===== src/rtl/snake_pkg.sv =====
// snake_pkg -- shared types for the snake LED scanner.
//   cellStateColor : colour of one bicolour cell, {red, green} bit pair
//   scan_state_e   : scanner FSM states
package snake_pkg;

    typedef enum logic [1:0] {
        off    = 2'b00,
        green  = 2'b01,
        red    = 2'b10,
        orange = 2'b11
    } cellStateColor;

    typedef enum logic [1:0] {
        S_IDLE  = 2'b00,
        S_LOAD  = 2'b01,
        S_DRIVE = 2'b10,
        S_BLANK = 2'b11
    } scan_state_e;

endpackage


===== src/rtl/snake_led_scanner.sv =====
// snake_led_scanner -- row-multiplexed driver for a ROWS x COLS red/green LED grid.
// Each frame: one LOAD cycle that snapshots the cell array, then for every row
// DWELL_CYCLES of drive followed by BLANK_CYCLES of all-off.
// Ports:
//   clk, reset      clock, asynchronous active-low reset
//   enable          1 = scan frames back to back, 0 = stop after current frame
//   red_in/green_in per-cell colour bits, cell (r,c) at bit r*COLS+c
//   row_sel         one-hot row strobe
//   col_red/green   column drive for the selected row
//   row_idx         row currently being scanned
//   frame_done      one-cycle pulse after the last row's blank
module snake_led_scanner
    import snake_pkg::*;
#(
    parameter int ROWS         = 16,
    parameter int COLS         = 16,
    parameter int DWELL_CYCLES = 1000,
    parameter int BLANK_CYCLES = 8,
    localparam int RW          = (ROWS > 1) ? $clog2(ROWS) : 1
) (
    input  logic                 clk,
    input  logic                 reset,
    input  logic                 enable,
    input  logic [ROWS*COLS-1:0] red_in,
    input  logic [ROWS*COLS-1:0] green_in,
    output logic [ROWS-1:0]      row_sel,
    output logic [COLS-1:0]      col_red,
    output logic [COLS-1:0]      col_green,
    output logic [RW-1:0]        row_idx,
    output logic                 frame_done
);

    localparam int MAXC = (DWELL_CYCLES > BLANK_CYCLES) ? DWELL_CYCLES : BLANK_CYCLES;
    localparam int CW   = $clog2(MAXC + 1);

    scan_state_e          state, state_nxt;
    logic [CW-1:0]        cnt, cnt_nxt;
    logic [RW-1:0]        row_nxt;
    logic                 done_nxt;
    logic [ROWS*COLS-1:0] snap_red, snap_green;
    logic [ROWS*COLS-1:0] src_red, src_green;
    logic [1:0]           rst_pipe;
    logic                 run;

    // Reset release is re-timed through two flops; the FSM stays frozen
    // until the release has propagated, so it never moves on a marginal edge.
    always_ff @(posedge clk or negedge reset) begin
        if (!reset) rst_pipe <= 2'b00;
        else        rst_pipe <= {rst_pipe[0], 1'b1};
    end
    assign run = rst_pipe[1];

    always_comb begin
        state_nxt = state;
        cnt_nxt   = cnt;
        row_nxt   = row_idx;
        done_nxt  = 1'b0;
        if (run) begin
            case (state)
                S_IDLE: begin
                    if (enable) state_nxt = S_LOAD;
                end
                S_LOAD: begin
                    state_nxt = S_DRIVE;
                    cnt_nxt   = CW'(DWELL_CYCLES - 1);
                    row_nxt   = '0;
                end
                S_DRIVE: begin
                    if (cnt == '0) begin
                        state_nxt = S_BLANK;
                        cnt_nxt   = CW'(BLANK_CYCLES - 1);
                    end else begin
                        cnt_nxt = cnt - 1'b1;
                    end
                end
                S_BLANK: begin
                    if (cnt == '0) begin
                        if (row_idx == RW'(ROWS - 1)) begin
                            // Frame end: enable is only sampled here.
                            done_nxt  = 1'b1;
                            row_nxt   = '0;
                            cnt_nxt   = '0;
                            state_nxt = enable ? S_LOAD : S_IDLE;
                        end else begin
                            row_nxt   = row_idx + 1'b1;
                            state_nxt = S_DRIVE;
                            cnt_nxt   = CW'(DWELL_CYCLES - 1);
                        end
                    end else begin
                        cnt_nxt = cnt - 1'b1;
                    end
                end
                default: state_nxt = S_IDLE;
            endcase
        end
    end

    // The snapshot is taken on the edge leaving LOAD; row 0 of that same
    // edge is fed straight from the inputs so it matches the snapshot.
    assign src_red   = (state == S_LOAD) ? red_in   : snap_red;
    assign src_green = (state == S_LOAD) ? green_in : snap_green;

    always_ff @(posedge clk or negedge reset) begin
        if (!reset) begin
            state      <= S_IDLE;
            cnt        <= '0;
            row_idx    <= '0;
            snap_red   <= '0;
            snap_green <= '0;
            row_sel    <= '0;
            col_red    <= '0;
            col_green  <= '0;
            frame_done <= 1'b0;
        end else begin
            state      <= state_nxt;
            cnt        <= cnt_nxt;
            row_idx    <= row_nxt;
            frame_done <= done_nxt;
            if (state == S_LOAD) begin
                snap_red   <= red_in;
                snap_green <= green_in;
            end
            // Row strobe and columns come from the next state on the same
            // edge, so a row is never shown with stale column data.
            if (state_nxt == S_DRIVE) begin
                row_sel   <= ROWS'(1) << row_nxt;
                col_red   <= src_red[int'(row_nxt) * COLS +: COLS];
                col_green <= src_green[int'(row_nxt) * COLS +: COLS];
            end else begin
                row_sel   <= '0;
                col_red   <= '0;
                col_green <= '0;
            end
        end
    end

endmodule


===== config.mk =====
export PLATFORM = sky130hd
export DESIGN_NAME = snake_led_scanner
export DESIGN_NICKNAME = d
export VERILOG_FILES = /design/src/rtl/snake_pkg.sv /design/src/rtl/snake_led_scanner.sv
export SDC_FILE = /design/constraint.sdc
export NUM_CORES = 1
export LEC_CHECK = 0
export ABC_AREA = 1
export CORE_AREA = 2 2 219 221
export CTS_BUF_LIST = sky130_fd_sc_hd__clkbuf_8
export CTS_CLUSTER_DIAMETER = 80
export DETAILED_ROUTE_END_ITERATION = 8
export DIE_AREA = 0 0 221 223
export DONT_BUFFER_PORTS = 1
export GPL_ROUTABILITY_DRIVEN = 1
export PLACE_DENSITY_LB_ADDON = 0.08
export SYNTH_ARGS = -nofsm -noshare
export SYNTH_HDL_FRONTEND = slang
export SYNTH_SLANG_ARGS = --single-unit
export TNS_END_PERCENT = 10

===== constraint.sdc =====
create_clock -name clk -period 3.12 [get_ports clk]
set_clock_uncertainty 0.15 [all_clocks]
set_input_delay 0.312 -clock clk [delete_from_list [all_inputs] [get_ports clk]]
set_output_delay 0.312 -clock clk [all_outputs]
set_load 0.1 [all_outputs]

==> results of run 1 <==
[state kept, by name, indices dropped and copies added, names as in the netlist]
register / cells
cnt: 10
col_green: 16
col_red: 16
frame_done: 1
row_idx: 4
row_sel: 16
rst_pipe: 2
snap_green: 256
snap_red: 256
state: 2
[kinds of logic (layout without fill, tap and decap cells)]
logic type | count (synthesis) | after routing | share of synthesized area (%)
AOI/OAI and AO/OA | 538 | 538 | 9.46
xor gates and xnor gates | 6 | 6 | 0.183
adders and majority gates | 3 | 3 | 0.130
buffers and inverters | 738 | 1277 | 10.1
DFF | 579 | 579 | 50.3
muxes | 24 | 24 | 0.835
other | 1 | 28 | 0.0130
and+or+nand+nor | 1788 | 1788 | 28.9
[repair_timing]
item	4_1_cts	5_1_grt
setup endpoints to repair	0	29
gates resized for setup	0	17
hold endpoints to repair	1104	579
setup buffers	0	2
[cells in the mapped netlist, types with 5 or more instances]
cell      number
a21oi_1        8
buf_1         19
buf_2         60
buf_4          8
buf_6          6
clkbuf_1     134
dfrtp_1      579
inv_1        504
inv_2          7
mux2i_1       24
nand2_1      864
nand3_1      324
nand4_1        5
nor2_1       132
o21ai_0      511
o21ai_1        9
or2_2        451
xor2_1         6
[per-layer routing]
metal	part of all wire [%]	up-vias	global-route usage, %
li1	-	12300	-
met1	38	13600	56.4
met4	6.1	4	24.1
met2	45	1911	66.7
met5	0.023	-	0
met3	10	420	10.9
[cell type report]
type / instances / area share (%)
Multi-Input combinational cell: 2360 / 31.2
Antenna cell: 27 / 0.184
Sequential cell: 579 / 39.5
Inverter: 511 / 5.26
Timing Repair Buffer: 590 / 16.3
Clock inverter: 46 / 0.620
Tap cell: 615 / 2.10
Clock buffer: 130 / 4.87
[power breakdown]
group	total, mW	switching [mW]	internal [mW]
combinational	16.0	10.3	5.71
clock	7.03	3.24	3.79
sequential	13.2	2.27	10.9
total	36.3	15.8	20.4
[placed cells by master, fill, tap and decap left out, types with 6 or more instances in the layout]
master	count
nand2_1	860
dfrtp_1	579
inv_1	531
dlygate4sd3_1	513
o21ai_0	509
or2_2	451
nand3_1	324
clkbuf_8	130
nor2_1	125
buf_4	55
diode_2	27
mux2i_1	24
clkinv_2	16
buf_12	16
o21ai_1	11
nor2_2	10
a21oi_1	8
xor2_1	6
[worst paths after layout]
check	end	cells after the start	slack (ns)
setup reg to reg	col_green[6]	14	0.07
hold / removal	snap_green[199]	0	-0.82
min in group clk	snap_green[177]	3	0.15
setup / recovery	col_green[6]	14	0.07
hold reg to reg	rst_pipe[1]	0	0.20
max in group asynchronous	snap_green[183]	0	2.11
[worst max-delay path, stage by stage, from the launching register on]
cell and delay [ns]:
dfrtp_1 0.38, ha_1 0.26, nand3_1 0.18, nand2_1 0.08, inv_1 0.06, nand4_1 0.13, nand2_4 0.17, buf_12 0.40
nand3_1 0.23, nand2_1 0.14, nand2_1 0.05, nand3_1 0.17, nand3_1 0.20, nand2_1 0.21, nor2_1 0.06
==> run metrics, run 1 <==
Max-Cap Viols=0; Hold Violations, Final=579; Fill cells=3122; CP max FO=91; CP Launch Type=register; worst vdd ir=698 µV; r2r startpoint=row_idx[0]; final std cells w/o fill=4858; Skew-Pair Late Insertion Delay=0.70 ns; Placed Cells=4139; main area contributors after synthesis=dfrtp_1 50%, nand2_1 11%, or2_2 9.8%; Unique masters post-synth=33; fraction of layout cells with a size suffix above 1=16.8%; pwr dens=988 mW/mm²; Post-DP HPWL=69.6 mm; GR Overflow Total=0; syn nets=4195; Port Buffers=0; ys flop type=dfrtp_1; relative slew slack=-29.5%; worst min path class=input port to async pin; 1st-pass router iterations=6; initial drt markers=3503; pre-CTS WS=0.0232 ns; core area=0.0471 mm²; CTS tree=done; first-pass GRT wire length=164 mm; CP Class=register to register; Slew Viols, Final=257; Routed WL=110 mm; Final Total Pwr=36.3 mW; largest net degree at the start of global routing=580; Max Clk Rate=0.328 GHz; post-route ant nets=0; violated checks=hold timing, slew limit; LEAKAGE=17.7 nW; Worst EP required=3.53 ns; initial antenna violation count=21; Die X=221 µm; via count=28200; number of buffers created by CTS=96; Post-synth EDFFs=0; design area=0.0367 mm²; Worst-path clk slew=0.07 ns; area of the multi-input gates=0.0114 mm²; worst slew pin tran=1.94 ns; largest area contributor in the netlist=dfrtp_1; ys async rst share=100%; syn_area_per_cell=7.83 µm²; endpoint class of the critical path=register; final core occ=77.9%; Layout Nets=4656; post-synthesis sequential area ratio=50.3%; Tmin final=3.05 ns; I/O pin cnt=568; CTS Buffer Depth=3; Die Ht=223 µm; die area=0.0493 mm²; Hold-fix buffers, CTS=513; register area=0.0145 mm²; setup_tns=0 ns; Synth Register Bits=579; Total GRT Usage=43.3%; area post-placement=0.0294 mm²; min setup slack post-route=0.0669 ns; vias in the first global route=28100; starting density of the core=61.1%; Fin Hold WS=-0.824 ns; Mapped Area=0.0288 mm²; status=finished with violations; Tcrit/Tclk final=97.9%; Layout area overhead=27.5%; DR WL/cell=22.6 µm; Final Setup Violations=0; Setup crit start=row_idx[0]; vias per inst=5.81; Synth Instances=3677; Site Rows=80; H-tree depth=3; CP arrival=3.46 ns; Final GP Congestion=0.951; Num Clock Sinks=579; # DRC=0; clock root buffer=clkbuf_8; Synth top area share=50.3%; Ys Warns=0
Note: power is estimated with default switching activity, not from simulation.
==> run 2, diff against run 1 <==
- SETUP_SLACK_MARGIN: not set -> 0.05
==> run 2 against run 1 <==
Against the previous run: sequential power about the same; highest routed layer unchanged; register-to-register slack about the same; clock-buffer cell count unchanged; global-route usage unchanged; design area increased by 0.24%; routed wire length increased by 0.73%; the run ends with hold timing left; hold slack improved by 0.0028 ns.
==> run metrics, run 2 (synthesis results as in run 1) <==
status=finished with violations; violated checks=hold timing; Max Clk Rate=0.327 GHz; DR WL/cell=22.7 µm; fraction of layout cells with a size suffix above 1=16.9%; Num Clock Sinks=579; CTS Buffer Depth=3; R2R depth=14; Site Rows=80; final std cells w/o fill=4865; 1st-pass router iterations=6; largest net degree at the start of global routing=580; initial antenna violation count=21; Placed Cells=4139; CP max FO=91; endpoint class of the critical path=register; worst vdd ir=703 µV; Layout area overhead=27.8%; Slew Viols, Final=0; CP arrival=3.47 ns; Skew-Pair Late Insertion Delay=0.70 ns; first-pass GRT wire length=164 mm; die area=0.0493 mm²; unrepaired setup endpoints after global routing=false; CTS tree=done; pwr dens=988 mW/mm²; Port Buffers=0; Final GP Congestion=0.951; most frequent cells in the layout=860 x nand2_1, 579 x dfrtp_1, 531 x inv_1; I/O pin cnt=568; number of buffers created by CTS=96; via count=28200; GR Overflow Total=0; H-tree depth=3; Routed WL=110 mm; LEAKAGE=17.7 nW; initial drt markers=3547; Max-Cap Viols=0; Die X=221 µm; vias per inst=5.81; CP Capture Point=col_green[6]; Hold Violations, Final=579; core area=0.0471 mm²; worst slew pin tran=1.44 ns; CP Launch Type=register; Final Setup Violations=0; Die Ht=223 µm; Total GRT Usage=43.3%; worst min path class=input port to async pin; Post-DP HPWL=69.6 mm; Worst-path clk slew=0.06 ns; commonest non-fill, non-tap cell in the layout=nand2_1; clock root buffer=clkbuf_8; vias in the first global route=28100; Tcrit/Tclk final=98.0%; setup_tns=0 ns; relative slew slack=3.87%; Tmin final=3.06 ns; starting density of the core=61.1%; r2r startpoint=row_idx[0]; post-route ant nets=0; R2R setup slack=0.06 ns; CP Class=register to register; Setup crit start=row_idx[0]; R2R Path End=col_green[6]; Worst EP required=3.53 ns; largest registers=snap_green x256, snap_red x256; Hold-fix buffers, CTS=513; Layout Nets=4662; Fin Hold WS=-0.821 ns; # DRC=0
[run 2: stage by stage]
step | util (%) | total power, mW | instance area (µm²) | setup WS, ns | hold slack [ns]
finish | 78.1 | 36.4 | 36800 | 0.0639 | -0.821
global route | 78.0 | 38.3 | 36800 | 0.0339 | -0.838
CTS | 77.5 | 35.0 | 36600 | 0.0511 | -0.867
detailed placement | 62.4 | 27.5 | 29400 | 0.0232 | -0.121
global placement | 62.4 | 27.0 | 29400 | 0.0593 | -0.121
floorplan | - | 22.9 | 28800 | 0.247 | -0.134
[run 2: worst min path at each step]
stage / to / slack, ns / cells past startpoint
after floorplan: cnt[0] / -0.13 / 0
after global placement: snap_green[228] / -0.12 / 0
after detailed placement: snap_green[199] / -0.12 / 0
after CTS: snap_red[204] / -0.87 / 0
after global routing: snap_green[199] / -0.84 / 0
final: snap_green[199] / -0.82 / 0
[run 2: cell type report]
class,count,area [µm²]
Antenna cell,28,70.1
Clock buffer,130,1790
Sequential cell,579,14500
Clock inverter,46,228
Fill cell,3116,10300
Inverter,511,1930
Tap cell,615,769
Timing Repair Buffer,596,6080
Multi-Input combinational cell,2360,11400
[run 2: power by group]
part	switching, mW	internal (mW)	total (mW)
Clock	3.27	3.79	7.06
Combinational	10.4	5.75	16.1
Sequential	2.28	10.9	13.2
Total	15.9	20.5	36.4
[run 2: timing repair]
| action | 4_1_cts | 5_1_grt |
|---|---|---|
| endpoints found under the hold margin | 1104 | 579 |
| endpoints found under the setup margin | 1 | 34 |
| setup buffers | 0 | 6 |
| resized for setup | 1 | 19 |
| pin swaps | 0 | 1 |
| cloned | 0 | 3 |
[run 2: worst max-delay path, stage by stage (launching register included)]
cell	delay [ns]
dfrtp_1	0.38
ha_1	0.26
nand3_1	0.18
nand2_1	0.08
inv_1	0.06
nand4_1	0.13
nand2_4	0.17
buf_12	0.39
nand3_1	0.24
nand2_1	0.14
nand2_1	0.05
nand3_1	0.18
nand3_1	0.20
nand2_1	0.21
nor2_1	0.06
[run 2: routing by layer]
metal	vias up	routed length, µm	track usage (%)
li1	12300	-	-
met1	13600	42300	56.4
met2	1945	50000	66.7
met3	425	11200	10.9
met4	2	6920	24.1
met5	-	13	0
